--- src/rtl/td4_pkg.sv ---
// td4_pkg: opcode, adder-source select and sequencer state encodings for the TD4 core.
// Latency: n/a (constants and types only).
// Backpressure: n/a.
package td4_pkg;

    // 4-bit opcodes (rom_data[7:4])
    localparam logic [3:0] OP_ADD_A    = 4'b0000;
    localparam logic [3:0] OP_MOV_AB   = 4'b0001;  // MOV A,B
    localparam logic [3:0] OP_IN_A     = 4'b0010;
    localparam logic [3:0] OP_MOV_A_IM = 4'b0011;
    localparam logic [3:0] OP_MOV_BA   = 4'b0100;  // MOV B,A
    localparam logic [3:0] OP_ADD_B    = 4'b0101;
    localparam logic [3:0] OP_IN_B     = 4'b0110;
    localparam logic [3:0] OP_MOV_B_IM = 4'b0111;
    localparam logic [3:0] OP_OUT_B    = 4'b1001;
    localparam logic [3:0] OP_OUT_IM   = 4'b1011;
    localparam logic [3:0] OP_JNC      = 4'b1110;
    localparam logic [3:0] OP_JMP      = 4'b1111;

    // Adder source select
    localparam logic [1:0] SEL_A    = 2'b00;
    localparam logic [1:0] SEL_B    = 2'b01;
    localparam logic [1:0] SEL_IN   = 2'b10;
    localparam logic [1:0] SEL_ZERO = 2'b11;

    typedef enum logic [1:0] {
        ST_IDLE = 2'd0,
        ST_RUN  = 2'd1,
        ST_HALT = 2'd2
    } state_e;

endpackage

--- src/rtl/td4_decoder.sv ---
// td4_decoder: maps a TD4 opcode plus the carry flag to adder source and load enables.
// Latency: purely combinational, zero cycles.
// Backpressure: none; outputs are ungated decode, the caller qualifies them.
//
// Ports:
//   opcode  in  4  instruction bits [7:4]
//   carry   in  1  registered carry flag (JNC condition)
//   sel     out 2  adder source select
//   ld_a, ld_b, ld_out, ld_pc  out 1  raw write enables
module td4_decoder
    import td4_pkg::*;
(
    input  logic [3:0] opcode,
    input  logic       carry,
    output logic [1:0] sel,
    output logic       ld_a,
    output logic       ld_b,
    output logic       ld_out,
    output logic       ld_pc
);

    always_comb begin
        sel    = SEL_ZERO;
        ld_a   = 1'b0;
        ld_b   = 1'b0;
        ld_out = 1'b0;
        ld_pc  = 1'b0;
        case (opcode)
            OP_ADD_A:    begin sel = SEL_A;    ld_a   = 1'b1; end
            OP_ADD_B:    begin sel = SEL_B;    ld_b   = 1'b1; end
            OP_MOV_A_IM: begin sel = SEL_ZERO; ld_a   = 1'b1; end
            OP_MOV_B_IM: begin sel = SEL_ZERO; ld_b   = 1'b1; end
            OP_MOV_AB:   begin sel = SEL_B;    ld_a   = 1'b1; end
            OP_MOV_BA:   begin sel = SEL_A;    ld_b   = 1'b1; end
            OP_IN_A:     begin sel = SEL_IN;   ld_a   = 1'b1; end
            OP_IN_B:     begin sel = SEL_IN;   ld_b   = 1'b1; end
            OP_OUT_B:    begin sel = SEL_B;    ld_out = 1'b1; end
            OP_OUT_IM:   begin sel = SEL_ZERO; ld_out = 1'b1; end
            OP_JMP:      begin sel = SEL_ZERO; ld_pc  = 1'b1; end
            OP_JNC:      begin sel = SEL_ZERO; ld_pc  = ~carry; end
            default:     begin sel = SEL_ZERO; end
        endcase
    end

endmodule

--- src/rtl/td4_sequencer.sv ---
// td4_sequencer: TD4 program counter, carry flag, run/idle/halt FSM and enable gating.
// Latency: fetch/decode combinational; the instruction at PC commits on the next edge.
// Backpressure: run low (or HALT) stalls PC and carry; step (TD4_STEP_EN) executes one.
//
// Optional feature macro: TD4_STEP_EN adds the `step` port for single-stepping from IDLE.
// Ports:
//   CLK, N_RESET       clock, synchronous active-low reset
//   run, step          continuous-run level, single-step pulse (TD4_STEP_EN only)
//   rom_addr/rom_data  instruction ROM address (= PC) and fetched byte
//   alu_carry          adder carry-out of the current instruction
//   sel, imm           adder source select and immediate (ungated decode)
//   ld_a/ld_b/ld_out/ld_pc  write enables, qualified by exec
//   carry, halted      registered carry flag, HALT state indicator
module td4_sequencer
    import td4_pkg::*;
(
    input  logic       CLK,
    input  logic       N_RESET,
    input  logic       run,
`ifdef TD4_STEP_EN
    input  logic       step,
`endif
    output logic [3:0] rom_addr,
    input  logic [7:0] rom_data,
    input  logic       alu_carry,
    output logic [1:0] sel,
    output logic [3:0] imm,
    output logic       ld_a,
    output logic       ld_b,
    output logic       ld_out,
    output logic       ld_pc,
    output logic       carry,
    output logic       halted
);

    state_e     state_q, state_d;
    logic [3:0] pc_q, pc_d;
    logic       carry_q, carry_d;

    logic       dec_ld_a, dec_ld_b, dec_ld_out, dec_ld_pc;
    logic       exec;
    logic       jump_self;

    td4_decoder u_dec (
        .opcode (rom_data[7:4]),
        .carry  (carry_q),
        .sel    (sel),
        .ld_a   (dec_ld_a),
        .ld_b   (dec_ld_b),
        .ld_out (dec_ld_out),
        .ld_pc  (dec_ld_pc)
    );

    assign imm = rom_data[3:0];

    always_comb begin
`ifdef TD4_STEP_EN
        // run wins over step in IDLE: the cycle goes to entering RUN, not executing.
        exec = (state_q == ST_RUN) || ((state_q == ST_IDLE) && step && !run);
`else
        exec = (state_q == ST_RUN);
`endif
    end

    // An executed jump to its own address can never make progress: park in HALT.
    assign jump_self = exec && dec_ld_pc && (imm == pc_q);

    always_comb begin
        pc_d    = pc_q;
        carry_d = carry_q;
        if (exec) begin
            pc_d    = dec_ld_pc ? imm : pc_q + 4'd1;
            carry_d = alu_carry;
        end
    end

    always_comb begin
        state_d = state_q;
        case (state_q)
            ST_IDLE: begin
                if (jump_self)  state_d = ST_HALT;
                else if (run)   state_d = ST_RUN;
            end
            ST_RUN: begin
                if (jump_self)  state_d = ST_HALT;
                else if (!run)  state_d = ST_IDLE;
            end
            ST_HALT: state_d = ST_HALT;
            default: state_d = ST_IDLE;
        endcase
    end

    always_ff @(posedge CLK) begin
        if (!N_RESET) begin
            state_q <= ST_IDLE;
            pc_q    <= 4'd0;
            carry_q <= 1'b0;
        end else begin
            state_q <= state_d;
            pc_q    <= pc_d;
            carry_q <= carry_d;
        end
    end

    // Enables are also masked by reset so nothing writes the datapath during reset.
    assign ld_a     = dec_ld_a   && exec && N_RESET;
    assign ld_b     = dec_ld_b   && exec && N_RESET;
    assign ld_out   = dec_ld_out && exec && N_RESET;
    assign ld_pc    = dec_ld_pc  && exec && N_RESET;

    assign rom_addr = pc_q;
    assign carry    = carry_q;
    assign halted   = (state_q == ST_HALT);

endmodule

--- config.mk ---
export PLATFORM = sky130hd
export DESIGN_NAME = td4_sequencer
export DESIGN_NICKNAME = d
export VERILOG_FILES = /design/src/rtl/td4_pkg.sv /design/src/rtl/td4_decoder.sv /design/src/rtl/td4_sequencer.sv
export SDC_FILE = /design/constraint.sdc
export NUM_CORES = 1
export LEC_CHECK = 0
export CAP_MARGIN = 20
export CORE_MARGIN = 2
export CORE_UTILIZATION = 29
export CTS_CLUSTER_SIZE = 14
export DETAILED_ROUTE_END_ITERATION = 10
export GPL_TIMING_DRIVEN = 0
export SLEW_MARGIN = 10
export SYNTH_ARGS = -nofsm -noshare
export SYNTH_HDL_FRONTEND = slang
export SYNTH_SLANG_ARGS = --single-unit
--- constraint.sdc ---
create_clock -name CLK -period 2.7 [get_ports CLK]
set_input_delay 0.675 -clock CLK [delete_from_list [all_inputs] [get_ports CLK]]
set_output_delay 0.675 -clock CLK [all_outputs]
set_load 0.02 [all_outputs]
After elaboration in Yosys (flattened, before gate mapping)
Cells that the tools add are included.
- bits in registers: 7
- input bits: 12
- output and inout bits: 16
- logic and storage cells: 50
- $add $sub $neg: 1
- equal/unequal tests: 16
- muxes and demuxes: 11
- bitwise gates (word level): 1
- reduce and logical (&&, ||, !) cells: 18
- operators by type and width (operator ; count):
    equality test 4 x 3 -> 1 bit, second input constant ; 4
    equality test 4 bit, second input constant ; 4
    case mux 2 bit (3 select lines) ; 2
    logical AND 1 bit ; 9
    equality test 4 x 2 -> 1 bit, second input constant ; 2
    2-to-1 mux 2 bit ; 4
    OR reduction 4 bit ; 2
    OR reduction 2 bit ; 3
    adder 4 x 1 -> 4 bit, second input constant ; 1
    equality test 4 x 1 -> 1 bit, second input constant ; 1
    equality test 4 bit ; 1
    logical NOT 4 bit ; 1
    2-to-1 mux 4 bit ; 1
    2-to-1 mux 1 bit ; 3
    inequality test 3 x 2 -> 1 bit, second input constant ; 1
    inequality test 3 bit, second input constant ; 1
    OR reduction 3 bit ; 1
    equality test 2 x 1 -> 1 bit, second input constant ; 1
    equality test 2 bit, second input constant ; 1
    logical NOT 2 bit ; 1
    case mux 1 bit (2 select lines) ; 1
    AND reduction 2 bit ; 1
    NOT 1 bit ; 1

Longest topological paths before layout
- depth in word-level cells: 6
- depth in mapped cells: 4
- mapped depth without buffers: 4

Modules after synthesis
Synthesis repeated with hierarchy kept, for this count alone.
- cell total of the unflattened synthesis: 64
- area total of the unflattened synthesis: 526.8 µm²
- modules (own cells, without submodules) (module ; times used ; cells each ; area each (µm²) ; seq. area each (µm²)):
    td4_sequencer ; 1 ; 54 ; 470.5 ; 140.1
    td4_decoder ; 1 ; 10 ; 56.3 ; 0.0

Worst setup path before layout
Ideal clock, no wire load.
- path type: input -> output
- start point: input port rom_data[5]
- end point: output port ld_pc
- arrival time: 1.325 ns
- required time: 2.025 ns
- path slack: 0.700 ns
- stages on the path: 2
- buffers on the path: 0
- path through: nand3_1 nor3_1
- word-level cells in the longest chain between the ends: 4
- elaborated cells on any way between the ends: 5
- those cells by class: eq/ne: 2; mux: 1; reduce/logical: 2
- ends and longest elaborated chain (item ; line ; text):
    from (decl) ; td4_sequencer.sv:24 ; input logic [7:0] rom_data,
    equality test 4 bit ; td4_decoder.sv:28 ; case (opcode)
    case mux 1 bit (2 select lines) (*) ; td4_decoder.sv:28 ;
    logical AND 1 bit (*) (2 in series) ; td4_sequencer.sv:109 ; assign ld_pc = dec_ld_pc && exec && N_RESET;
    to (decl) ; td4_sequencer.sv:31 ; output logic ld_pc,
Mark *: on every way between the ends. The rest lies on a longest branch, timed or not.

Worst setup path in the final report
- start point: input port rom_data[7]
- end point: output port ld_pc
Same word-level chain as after synthesis.

==> key figures <==
Clock tree
  – CTS buffer count: 3
  – CTS max path bufs: 2
  – Cts-stage hold buffer count: 0
  – Clk sink count: 7
  – Worst skew pair latency: 0.26 ns
  – Root Driver: clkbuf_4
  – Clock slew at reported path FFs: 0.05 ns
  – # H-tree levels: 1
  – Number of setup buffers added after CTS: 0
  – CTS tree: yes

Timing
  – Final Hold Vio Count: 0
  – FMAX: 385 MHz
  – Least-Margin Pin Slew: 0.415 ns
  – Skew final: 0.00771 ns
  – Period utilization: 96.3%
  – Slew margin rel.: 72.3%
  – Final min period: 2.60 ns
  – Setup violators final: 0
  – Unrepaired setup endpoints after global routing: no
  – Final Max Tran Viols: 0

Min path
  – Hold/Removal Path Class: register to register

Synthesis
  – List of most frequent post-synthesis cells: dfxtp_1 (7), nor3_1 (5)
  – Most common cell in the netlist: dfxtp_1
  – Synth area leaders: dfxtp_1 (27%), xor2_1 (6.7%), buf_4 (5.7%), a31oi_1 (4.8%), nor2b_1 (4.8%)
  – Post-synthesis register bit count: 7
  – Cells after Synth: 65
  – Post-synth top area cell: dfxtp_1
  – Synth warn: 0
  – Sequential-to-total area share from yosys stat: 26.8%
  – Distinct cells, synth: 34
  – Syn_area_per_cell: 8.05 µm²
  – Synth top area share: 26.8%
  – Post-synth EDFFs: 0
  – Mapped Area: 523 µm²
  – Most used DFF post-synth: dfxtp_1
  – Post-Syn Nets: 78
  – Synth async-reset ratio: 0%

Layout
  – Design Area, Final: 853 µm²
  – Storage element area: 140 µm²
  – Area Growth Syn to Fin: 63.2%
  – Filler instances: 182
  – Share of post-route cells with drive strength above 1: 12.5%
  – Final #Nets: 110
  – Area of the multi-input gates: 334 µm²
  – Antenna diodes: 0

Run
  – MaxCap Viol Count: 0

Route
  – Post-DR wirelength/cell: 11.8 µm
  – DRC: 0
  – DR vias: 601
  – Via density: 4.97
  – Remaining antenna violation count: 0
  – Initial DRC Count: 5
  – Routed WL: 1.42 mm
  – Drt pass-1 iters: 2

GRT
  – Initial antenna violation count: 0
  – Largest net degree at the start of global routing: 9
  – Via count of the first global-routing pass: 541
  – Global-route wire length before repair: 2.26 mm
  – GR Util All Layers: 15.1%
  – Total grt overflow: 0

Setup path
  – Crit Path Max Fanout: 7
  – Setup crit start kind: input port
  – CP required: 2.03 ns
  – Worst R2R Setup Slack: 1.42 ns
  – CP arrival: 1.92 ns
  – WS Path Type: input port to primary output
  – Nature of the critical path endpoint: primary output

Floorplan
  – Die height: 46.5 µm
  – Die Width: 46.5 µm
  – Placeable Area: 0.00171 mm²
  – FP Rows: 15
  – Die area: 0.00216 mm²
  – Starting Density: 30.6%
  – I/O pins: 28

Power and ir drop
  – VDD IR max: 0.145 mV
  – Leak: 0.352 nW
  – Pwr dens: 360 mW/mm²
  – Final Total Pwr: 0.307 mW

Placement
  – RD Place Congestion: 0.754
  – DP HPWL: 1.13 mm
  – Area after DPL: 825 µm²
  – IO buf count: 27

Outcome
  – Status: completed
==> per-layer routing <==
metal	wire [µm]	GRT usage, %
met4	17	6.86
met1	645	16.4
met2	671	26.7
met5	0	0
met3	89	4.31
==> cells by family after synthesis <==
| kind of cell | Yosys count | share of synthesized area [%] |
|---|---|---|
| AO/OA/AOI/OAI | 15 | 20.6 |
| XOR/XNOR | 4 | 6.70 |
| adder cells (fa/ha/maj) | 1 | 2.39 |
| buffers and inverters | 8 | 10.3 |
| flip-flops | 7 | 26.8 |
| AND/OR/NAND/NOR | 30 | 33.3 |
==> critical path: stages <==
cell,delay [ns]
clkdlybuf4s50_1,0.59
nand3_2,0.17
nor3_1,0.20
clkdlybuf4s15_2,0.29
==> state kept, by name, indices dropped and copies added (netlist names) <==
signal    cells
state_q       2
carry         1
rom_addr      4
==> path summary, 6_finish.rpt <==
check | depth (start not counted) | startpoint | to
setup / recovery | 4 | rom_data[7] | ld_pc
hold / removal | 2 | carry$_SDFFE_PN0N_ | carry$_SDFFE_PN0N_
setup reg to reg | 4 | state_q[1]$_SDFFE_PN0P_ | rom_addr[3]$_SDFFE_PN0N_
hold reg to reg | 2 | carry$_SDFFE_PN0N_ | carry$_SDFFE_PN0N_
==> power breakdown <==
part	internal (mW)	total, mW	switching (mW)
Clock	0.0567	0.0992	0.0425
Sequential	0.109	0.116	0.00757
Combinational	0.0485	0.0915	0.0430
Total	0.214	0.307	0.0931
==> final cells by class <==
cell class	instances	share of cell area, %
well taps	25	3.67
flip-flops and latches	7	16.4
multi-input cells	50	39.1
repair buffers	27	31.4
inverters	2	0.880
plain buffers	6	5.43
clock buffers	4	3.08
==> repair_timing <==
action / in CTS / in global routing
endpoints found under the setup margin: 5 / 5
gates resized for setup: 8 / 8
pin swaps: 0 / 0
==> cell usage in the layout (no fill, tap or decap), types with 2 or more instances in the layout <==
master / count
nor2b_1: 4
dlymetal6s2s_1: 2
clkdlybuf4s50_1: 20
dfxtp_1: 7
buf_4: 4
dlygate4sd2_1: 2
nor3_1: 5
nand2_1: 4
clkbuf_4: 3
inv_1: 2
nor2_1: 2
nand2b_1: 3
a31oi_1: 4
nand3_1: 2
xor2_1: 4
==> stage by stage <==
| step | util, % | instances | hold WS (ns) | TNS [ns] | setup WS, ns |
|---|---|---|---|---|---|
| after floorplan | - | 65 | 0.539 | 0 | 0.700 |
| after global placement | 48.3 | 117 | 0.484 | -1.00 | -0.290 |
| after detailed placement | 48.3 | 117 | 0.481 | -0.987 | -0.303 |
| after CTS | 49.6 | 121 | 0.493 | 0 | 0.0294 |
| after global routing | 50.0 | 121 | 0.531 | 0 | 0.0178 |
| final | 50.0 | 121 | 0.490 | 0 | 0.100 |
Power figures use the tool's default switching activity.
